==> config.mk <==
export PLATFORM = sky130hd
export DESIGN_NAME = rrf_freelist
export DESIGN_NICKNAME = d
export VERILOG_FILES = /design/src/rtl/rrf_freelist.sv
export SDC_FILE = /design/constraint.sdc
export NUM_CORES = 1
export LEC_CHECK = 0
export CAP_MARGIN = 20
export CORE_ASPECT_RATIO = 1.25
export CORE_MARGIN = 1.5
export CORE_UTILIZATION = 50
export CTS_BUF_LIST = sky130_fd_sc_hd__clkbuf_4
export DETAILED_ROUTE_END_ITERATION = 12
export PLACE_DENSITY = 0.82
export SLEW_MARGIN = 10
export SYNTH_ARGS = -nofsm -noshare
export SYNTH_HDL_FRONTEND = slang
export SYNTH_SLANG_ARGS = --single-unit
export TNS_END_PERCENT = 50
==> constraint.sdc <==
create_clock -name clk -period 5 [get_ports clk]
set_input_delay 0.75 -clock clk [delete_from_list [all_inputs] [get_ports clk]]
set_output_delay 0.75 -clock clk [all_outputs]
set_load 0.1 [all_outputs]
==> src/rtl/rrf_freelist.sv <==
// ---------------------------------------------------------------------------
// rrf_freelist
//   Circular free-list allocator for rename/reorder (RRF) entries. Dispatch
//   takes up to two consecutive entries per cycle from dp_ptr. Commit
//   returns up to two of the oldest entries per cycle from com_ptr. A flush
//   discards every uncommitted entry by moving dp_ptr back to the commit
//   point.
//
// Ports
//   clk            clock; all state changes on its rising edge
//   rst_n          synchronous active-low reset
//   i_req_num      entries dispatch asks for this cycle (0..2)
//   i_stall_ext    stall raised by other dispatch resources
//   i_com_num      entries commit retires this cycle (0..2)
//   i_flush        mispredict recovery
//   o_alloc_ptr_1  entry granted to dispatch slot 1
//   o_alloc_ptr_2  entry granted to dispatch slot 2
//   o_stall        dispatch stall; nothing is allocated this cycle
//   o_com_ptr      oldest uncommitted entry
//   o_free_num     number of free entries (0..RRF_ENT_NUM)
//   o_full         no free entries
//   o_empty        every entry is free
// ---------------------------------------------------------------------------
module rrf_freelist #(
  parameter int RRF_ENT_NUM = 64,
  parameter int RRF_ENT_SEL = 6
) (
  input  logic                   clk,
  input  logic                   rst_n,
  input  logic [1:0]             i_req_num,
  input  logic                   i_stall_ext,
  input  logic [1:0]             i_com_num,
  input  logic                   i_flush,
  output logic [RRF_ENT_SEL-1:0] o_alloc_ptr_1,
  output logic [RRF_ENT_SEL-1:0] o_alloc_ptr_2,
  output logic                   o_stall,
  output logic [RRF_ENT_SEL-1:0] o_com_ptr,
  output logic [RRF_ENT_SEL:0]   o_free_num,
  output logic                   o_full,
  output logic                   o_empty
);

  localparam logic [RRF_ENT_SEL:0] LP_ALL_FREE = (RRF_ENT_SEL+1)'(RRF_ENT_NUM);

  logic [RRF_ENT_SEL-1:0] r_dp_ptr;
  logic [RRF_ENT_SEL-1:0] r_com_ptr;
  logic [RRF_ENT_SEL:0]   r_free_cnt;

  logic [RRF_ENT_SEL:0]   w_req_cnt;
  logic [1:0]             w_alloc_num;
  logic [RRF_ENT_SEL-1:0] w_com_ptr_next;
  logic                   w_stall;

  // Request widened to the counter width for the free-space compare.
  assign w_req_cnt = {{(RRF_ENT_SEL-1){1'b0}}, i_req_num};

  // Entries retired this cycle are not yet counted as free space, so the
  // stall decision depends only on registered state and this cycle's request.
  assign w_stall     = i_flush | i_stall_ext | (r_free_cnt < w_req_cnt);
  assign w_alloc_num = w_stall ? 2'd0 : i_req_num;

  // The pointers are exactly RRF_ENT_SEL bits wide, so the additions wrap
  // modulo RRF_ENT_NUM by truncation.
  assign w_com_ptr_next = r_com_ptr + {{(RRF_ENT_SEL-2){1'b0}}, i_com_num};

  always_ff @(posedge clk) begin
    if (!rst_n) begin
      r_dp_ptr   <= '0;
      r_com_ptr  <= '0;
      r_free_cnt <= LP_ALL_FREE;
    end else if (i_flush) begin
      // Everything beyond the commit point is discarded, so allocation
      // restarts right after the entries that retire in this same cycle.
      r_com_ptr  <= w_com_ptr_next;
      r_dp_ptr   <= w_com_ptr_next;
      r_free_cnt <= LP_ALL_FREE;
    end else begin
      r_dp_ptr   <= r_dp_ptr + {{(RRF_ENT_SEL-2){1'b0}}, w_alloc_num};
      r_com_ptr  <= w_com_ptr_next;
      r_free_cnt <= r_free_cnt
                    - {{(RRF_ENT_SEL-1){1'b0}}, w_alloc_num}
                    + {{(RRF_ENT_SEL-1){1'b0}}, i_com_num};
    end
  end

  assign o_alloc_ptr_1 = r_dp_ptr;
  assign o_alloc_ptr_2 = r_dp_ptr + {{(RRF_ENT_SEL-1){1'b0}}, 1'b1};
  assign o_stall       = w_stall;
  assign o_com_ptr     = r_com_ptr;
  assign o_free_num    = r_free_cnt;
  assign o_full        = (r_free_cnt == '0);
  assign o_empty       = (r_free_cnt == LP_ALL_FREE);

endmodule

* After elaboration in Yosys (flattened, before gate mapping)
Index checks and enable logic that the tools add are counted.
Widths: inputs -> output; s select.
** Cells by class
- Mux-type cells :: 2
- Eq/ne operators :: 1
- Magnitude comparators :: 1
- Bitwise operators :: 3
- Reductions and logical operators :: 2
- Add/sub/neg operators :: 5
** Operators with widths (count)
- $add 6x2->6 :: 2
- $add 7x2->7 :: 1
- $eq 7x7->1 const B :: 1
- $logic_not 7->1 :: 1
- $lt 7x2->1 :: 1
- $sub 7x2->7 :: 1
- $add 6x1->6 const B :: 1
- $mux 6 :: 1
- $mux 2 :: 1
- $or 1x1->1 :: 2
- $reduce_or 2->1 :: 1
- $not 1->1 :: 1
** Storage, ports and cells
- Input port bits :: 8
- Output and inout bits :: 28
- Register bits :: 19
- Word-level logic and storage cells :: 17

* Logic depth before layout (Yosys ltp)
Gate-level depths: netlist of the first run.
- Depth after elaboration :: 5
- Depth in mapped cells :: 13
- Gate-level depth less buffers :: 13

* Least setup slack after synthesis of the first run
OpenSTA, ideal clock, no wires.
- Kind :: register -> register
- From :: reg r_free_cnt[3] (netlist: o_free_num[3])
- To :: reg r_free_cnt[6] (netlist: o_free_num[6])
- Arrival :: 4.173 ns
- Cell stages (with the launch flop) :: 13
- Required time :: 4.936 ns
- Path slack :: 0.763 ns
- Library setup time :: 0.064 ns
- Path buffers :: 0
- Period minus slack after synthesis :: 4.237 ns
- Path through :: dfxtp_1 inv_1 ha_1 o21ai_0 a21o_1 nor2_1 fa_1 inv_1 fa_1 a211oi_1 nor3_1 mux2_2 nor2_1
** On the way
- Longest elaborated chain between the ends :: 5
** RTL lines
- start: declaration :: RTL line 47 : logic [RRF_ENT_SEL:0] r_free_cnt;
- start signal: assignment :: RTL line 80 : r_free_cnt <= r_free_cnt
- $lt 7x2->1 :: RTL line 59 : assign w_stall = i_flush | i_stall_ext | (r_free_cnt < w_req_cnt);
- $or 1x1->1 :: RTL line 59
- named net o_stall :: RTL line 36 : output logic o_stall,
- $mux 2 :: RTL line 60 : assign w_alloc_num = w_stall ? 2'd0 : i_req_num;
- $sub 7x2->7 :: RTL line 81 : - {{(RRF_ENT_SEL-1){1'b0}}, w_alloc_num}
- $add 7x2->7 :: RTL line 82 : + {{(RRF_ENT_SEL-1){1'b0}}, i_com_num};
The timed path passes the listed nets, and every way through them passes these cells.
A chain may end at the register's enable or synchronous reset.

* Final worst setup path of the first run
- From :: in i_req_num[1]
- To :: out o_stall
** On the way
- Longest elaborated chain between the ends :: 2
** RTL lines
- start: declaration :: RTL line 30 : input logic [1:0] i_req_num,
- $lt 7x2->1 :: RTL line 59
- $or 1x1->1 :: RTL line 59
- end: declaration :: RTL line 36
No other way between the ends.

==> results.yml, run 1 <==
sta:
  fin_crit_sh: 0.752
  rsz0062_at_grt: "no"
  maxSlewHeadroom: 0.346
  finalSetupViolCount: 0
  period_needed_ns: 3.76
  setup-tns-final_ns: 0
  max_freq_mhz: 266
  finalHoldViolCount: 0
  skew_ns: 0.00815
  worstMarginPinSlew_ns: 0.977
  setup_ws_ns: 1.24
  drv_slew: 0
setup_path:
  start_kind: "primary input"
  worst_path_max_delay_cell: "clkdlybuf4s50_1"
  timing.rr.start: "o_free_num[4]"
  endpoint_kind: "primary output"
  path_common_cell: "clkdlybuf4s50_1"
  r2r_end: "o_free_num[6]"
  worst-r2r-cell-count: 13
  worstPathCellList: "clkdlybuf4s50_1 > inv_1 > ha_1 > nor3_1 > a21o_1 > clkdlybuf4s50_1"
  max_stage_delay_ns: 1.13
  crit_fanout: 2
  critical_path_class: "primary input to primary output"
  crit_buf_inv: 3
  cp.arrival_ns: 3.01
  critPathTopFamily: "buffers and inverters"
  cp.required_ns: 4.25
  crit_cells: 6
  worst-r2r-setup-slack_ns: 1.97
synth:
  synth_fp_nets: 181
  synth_top_area_share: 0.279
  synth-compound-area-share: 0.122
  yosys.area.top_type: "dfxtp_1"
  synth.top_cells.by_area: "dfxtp_1 28%, ha_1 17%, fa_1 5.9%, xnor2_1 5.1%, inv_1 5.0%"
  ys_types: 39
  ys_seq_area_frac: 0.279
  synthCells: 151
  synth-edff-count: 0
  synth_xor_area_frac: 0.0835
  synth_ff_type: "dfxtp_1"
  synth_top_family_by_area: "adder cells"
  synth-simple-area-share: 0.209
  synth_fa_ha_area_frac: 0.224
  synth_async_sr_flop_share: 0
  synth_mux_area_frac: 0.0156
  synth-warning-count: 0
  syn-cell-area_um2: 1360
  yosys-top-cells-count: "19 x dfxtp_1, 18 x ha_1, 18 x inv_1"
  synth.most_common_cell: "dfxtp_1"
  syn_area_per_cell_um2: 9.03
  synth_seq_cells: 19
routing:
  dr.pass1.iters: 4
  drc: 0
  avgRoutedWirePerCell_um: 13.5
  drt-initial-drc-count: 27
  viasPerCell: 5.28
  via_count: 1162
  antenna_left: 0
  drt_wl_total_um: 2980
global_routing:
  grt_pass1_vias: 1113
  grt_usage: 0.204
  grt_first_pass_wirelength_um: 4780
  grt_max_degree: 13
  overflow: 0
  antenna_found_initial: 0
clock_tree:
  root_buffer: "clkbuf_4"
  cts_max_path_buffers: 2
  ctsHoldBuffers: 0
  cts_tree: "done"
  clkSlewWorstSetupHoldPaths_ns: 0.12
  htreeDepth: 1
  insertion_delay_ns: 0.30
  post_cts_buffers: 0
  cts_resized: 0
  cts.sink_count: 19
  cts_inserted_buffers: 3
die:
  start_util: 0.519
  pin_count: 36
  fp.dieH_um: 61.4
  placeableCoreArea_um2: 2630
  die_x_um: 49.7
  row_count: 21
  die-area_um2: 3050
power_and_ir_drop:
  vdd_drop_max_v: 0.000415
  p_int_mw: 0.369
  pwr-share-seq: 0.234
  p_leak_nw: 0.773
  power_frac_comb: 0.666
  switching_power_mw: 0.476
  power_frac_clock: 0.101
  power_density_nw_per_um2: 479
  p_sw_frac: 0.564
place:
  dpl.cell_count: 216
  dp_hpwl_um: 2370
  port_buffers: 35
  gp_congestion: 0.849
  dp_slack_ns: 1.23
final_layout:
  drive_above_1_share: 0.0323
  num-nets-final: 217
  num_antenna_cells: 0
  fin_cells: 220
  n_fill_cell: 227
  area_growth_pct: 29.3
run:
  maxCapViolCount: 0
hold_path:
  hold_class: "flip-flop to flip-flop"
  min_to: "o_com_ptr[5]"
  hold_depth: 2
  min-delay-start: "o_com_ptr[5]"
status:
  status: "finished, final reports clean"
-- final cells by class --
type	count	area, µm²	share of cell area
tap	34	42.5	0.0241
timing repair buffer	35	350	0.199
inverter	18	67.6	0.0383
multi-input combinational	110	892	0.506
clock buffer	4	30.0	0.0170
sequential	19	380	0.216
-- worst min-delay path: cells and delay by family (launching register included) --
kind	cells	cell delay (ns)
DFF	1	0.33
AOI/OAI and AO/OA	2	0.18
-- per-stage QoR --
stage          hold WS [ns]  area [µm²]  power, mW  utilization
5_1_grt               0.599        1760      0.890        0.671
3_5_place_dp          0.535        1730      0.757        0.660
3_3_place_gp          0.531        1730      0.746        0.660
4_1_cts               0.552        1760      0.845        0.671
6_report              0.546        1760      0.845        0.671
2_1_floorplan         0.976        1360      0.638            -
-- worst max path at each step --
stage	from	end	slack [ns]
finish	i_req_num[1]	o_stall	1.24
global route	i_req_num[1]	o_stall	1.12
CTS	i_req_num[1]	o_stall	1.24
detailed placement	i_flush	o_free_num[6]	1.23
global placement	i_req_num[1]	o_stall	1.30
floorplan	o_free_num[3]	o_free_num[6]	0.76
-- sequential cells by signal (all words and copies together) (netlist names) --
| signal | flops |
|---|---|
| o_free_num | 7 |
| o_alloc_ptr_1 | 6 |
| o_com_ptr | 6 |
-- logic make-up (layout without fill, tap and decap cells) --
group                      count (synthesis)  count (layout)
adders and majority gates                 22              22
DFF                                       19              19
xor gates and xnor gates                  13              13
muxes                                      2               2
AOI/OAI and AO/OA                         23              23
buffers and inverters                     22              57
and+or+nand+nor                           50              50
-- metal layers --
metal | GRT usage | vias up | share of wire
li1 | - | 589 | -
met1 | 0.224 | 542 | 0.43
met2 | 0.408 | 27 | 0.53
met3 | 0.0316 | 4 | 0.032
met4 | 0.0556 | 0 | 0.0057
met5 | 0 | - | 0
-- cells in the final DEF (no fill, tap or decap) --
master	n
xnor2_1	8
nor2_1	10
a311oi_1	1
nand2b_1	2
and4b_1	1
o311ai_1	1
o22a_1	1
nand2b_4	1
fa_1	4
nor4_1	1
xor2_1	5
and2b_1	1
a2bb2oi_1	1
nand2_1	5
clkbuf_4	4
or3_1	2
o211a_1	3
and2_1	5
a21o_1	2
a211oi_1	2
o21bai_1	1
or4b_1	1
nor3_1	3
mux2_2	1
o21ai_0	4
nor2b_1	4
a21boi_0	2
a22o_1	1
nand3_1	8
a21oi_1	4
nand3b_1	2
clkdlybuf4s50_1	35
mux2i_1	1
nand4_1	2
dfxtp_1	19
ha_1	18
nor4b_1	2
inv_1	18
-- power groups by stage --
stage	sequential [mW]	clock (mW)	combinational [mW]
after floorplan	0.351	0	0.288
after global placement	0.200	0	0.547
after detailed placement	0.201	0	0.556
after CTS	0.198	0.0866	0.561
after global routing	0.201	0.0939	0.595
final	0.198	0.0849	0.562
Note: power is estimated with default switching activity, not from simulation.
==> run 2, diff against run 1 <==
- clock period: 5 -> 3.6 ns (I/O delays scaled with it)
==> run 2 against run 1 <==
  * Combinational power up 38%
  * Clock skew is 0.00090 ns higher
  * Routed wire length decreased by 0.47%
  * Clock power grew 31%
  * Cell count rose by 0.45%
  * Sequential share of layout area rose by 0.27 points
  * Power up 38%
  * Flip-flop and latch count unchanged
  * Die area did not move
  * Critical path depth up 7
  * Register-to-register slack worse by 1.3 ns
  * Sequential power up 39%
==> results.yml, run 2 (same netlist as run 1, synthesis figures left out) <==
clock_tree:
  cts_resized: 0
  cts.sink_count: 19
  cts_tree: "done"
  insertion_delay_ns: 0.30
  clkSlewWorstSetupHoldPaths_ns: 0.12
  post_cts_buffers: 0
  htreeDepth: 1
  ctsHoldBuffers: 0
  cts_inserted_buffers: 3
  root_buffer: "clkbuf_4"
  cts_max_path_buffers: 2
final_layout:
  num_antenna_cells: 0
  final_area_um2: 1760
  drive_above_1_share: 0.107
  area_growth_pct: 29.4
  largest_reg_flops: 7
  most-common-layout-cells: "28 x clkdlybuf4s50_1, 18 x inv_1, 18 x ha_1"
  final_common_cell: "clkdlybuf4s50_1"
  fin_cells: 221
  num-nets-final: 218
  fin_util: 0.671
sta:
  period_needed_ns: 3.24
  skew_ns: 0.00905
  finalHoldViolCount: 0
  finalSetupViolCount: 0
  maxSlewHeadroom: 0.348
  worstMarginPinSlew_ns: 0.975
  setup-tns-final_ns: 0
  fin_crit_sh: 0.900
  max_freq_mhz: 309
  rsz0062_at_grt: "no"
  drv_slew: 0
setup_path:
  worst_path_max_delay_cell: "fa_1"
  worstPathCellList: "clkdlybuf4s50_1 > inv_1 > ha_1 > nor3_1 > a21o_2 > nor2_1 > fa_1 > inv_1 > fa_1 > a211oi_1 > nor3_1 > mux2_2 > nor2_1"
  crit_buf_inv: 3
  critPathTopFamily: "adder cells"
  cp.arrival_ns: 3.48
  crit_fanout: 3
  endpoint_kind: "flip-flop"
  worst-r2r-cell-count: 13
  start_kind: "primary input"
  cp.required_ns: 3.84
  crit_cells: 13
  max_stage_delay_ns: 0.48
  critical_path_class: "primary input to flip-flop"
routing:
  drc: 0
  antenna_left: 0
  via_count: 1186
  viasPerCell: 5.37
  drt-initial-drc-count: 24
  avgRoutedWirePerCell_um: 13.4
  drt_wl_total_um: 2970
  dr.pass1.iters: 4
die:
  start_util: 0.519
  fp.dieH_um: 61.4
  placeableCoreArea_um2: 2630
  die-area_um2: 3050
  row_count: 21
  die_x_um: 49.7
  pin_count: 36
hold_path:
  hold_depth: 2
  hold_class: "flip-flop to flip-flop"
global_routing:
  use_met1: 0.228
  antenna_found_initial: 0
  grt_first_pass_wirelength_um: 4750
  use_met3: 0.0340
  busiest_layer: "met2"
  overflow: 0
  use_met2: 0.392
  grt_max_degree: 13
  grt_pass1_vias: 1094
  grt_usage: 0.205
place:
  port_buffers: 35
  placedInstanceArea_um2: 1740
  gp_congestion: 0.888
  dpl.cell_count: 217
  dp_hpwl_um: 2380
power_and_ir_drop:
  p_leak_nw: 0.798
  p_int_mw: 0.502
  power_frac_comb: 0.667
  power_density_nw_per_um2: 659
  power_frac_clock: 0.095
  p_sw_frac: 0.569
  switching_power_mw: 0.662
  pwr-share-seq: 0.237
  vdd_drop_max_v: 0.000453
run:
  maxCapViolCount: 0
status:
  status: "finished, final reports clean"
## run 2: changes by cell type in the layout (fill, tap and decap cells not counted)
| cell | delta |
|---|---|
| dfxtp_1 | -4 |
| xnor2_1 | -1 |
| buf_4 | +8 |
| dfxtp_2 | +4 |
| a21o_1 | -1 |
| clkbuf_4 | -1 |
| clkinv_2 | +1 |
| clkdlybuf4s50_1 | -7 |
| xnor2_2 | +1 |
| a21o_2 | +1 |
## run 2: worst paths after layout
kind         slack [ns]            end          start
max                0.36  o_free_num[6]   i_req_num[1]
min                0.55   o_com_ptr[5]   o_com_ptr[5]
max reg2reg        0.64  o_free_num[6]  o_free_num[5]
min reg2reg        0.55   o_com_ptr[5]   o_com_ptr[5]
## run 2: metal layers
metal  up-vias  share of wire
li1        592              -
met1       544           0.43
met2        38           0.51
met3        12          0.033
met4         0          0.030
met5         -              0
## run 2: layout make-up
type | instances | area (µm²)
Sequential cell | 19 | 385
Tap cell | 34 | 42.5
Fill cell | 225 | 863
Clock inverter | 1 | 5.00
Inverter | 18 | 67.6
Clock buffer | 3 | 22.5
Timing Repair Buffer | 36 | 340
Multi-Input combinational cell | 110 | 901
## run 2: through the flow
stage               setup slack, ns  power (mW)  hold slack [ns]
finish                        0.359        1.16            0.554
global route                  0.227        1.22            0.591
global placement              0.178        1.04            0.521
floorplan                   -0.0190       0.890            0.766
detailed placement           0.0661        1.05            0.546
CTS                           0.387        1.17            0.564
## run 2: worst register-to-register path: cells and delay by family (launching register included)
| family | cells | cell delay, ns |
|---|---|---|
| AO/OA/AOI/OAI | 2 | 0.46 |
| adder cells (fa/ha/maj) | 3 | 1.11 |
| buffers and inverters | 2 | 0.16 |
| flip-flops | 1 | 0.34 |
| multiplexers | 1 | 0.28 |
| AND/OR/NAND/NOR | 5 | 0.56 |
## run 2: power by group through the flow
| stage | sequential, mW | clock (mW) | combinational, mW |
|---|---|---|---|
| after global routing | 0.283 | 0.125 | 0.817 |
| after floorplan | 0.491 | 0 | 0.400 |
| after global placement | 0.280 | 0 | 0.756 |
| final | 0.276 | 0.111 | 0.776 |
| after CTS | 0.277 | 0.116 | 0.775 |
| after detailed placement | 0.281 | 0 | 0.769 |
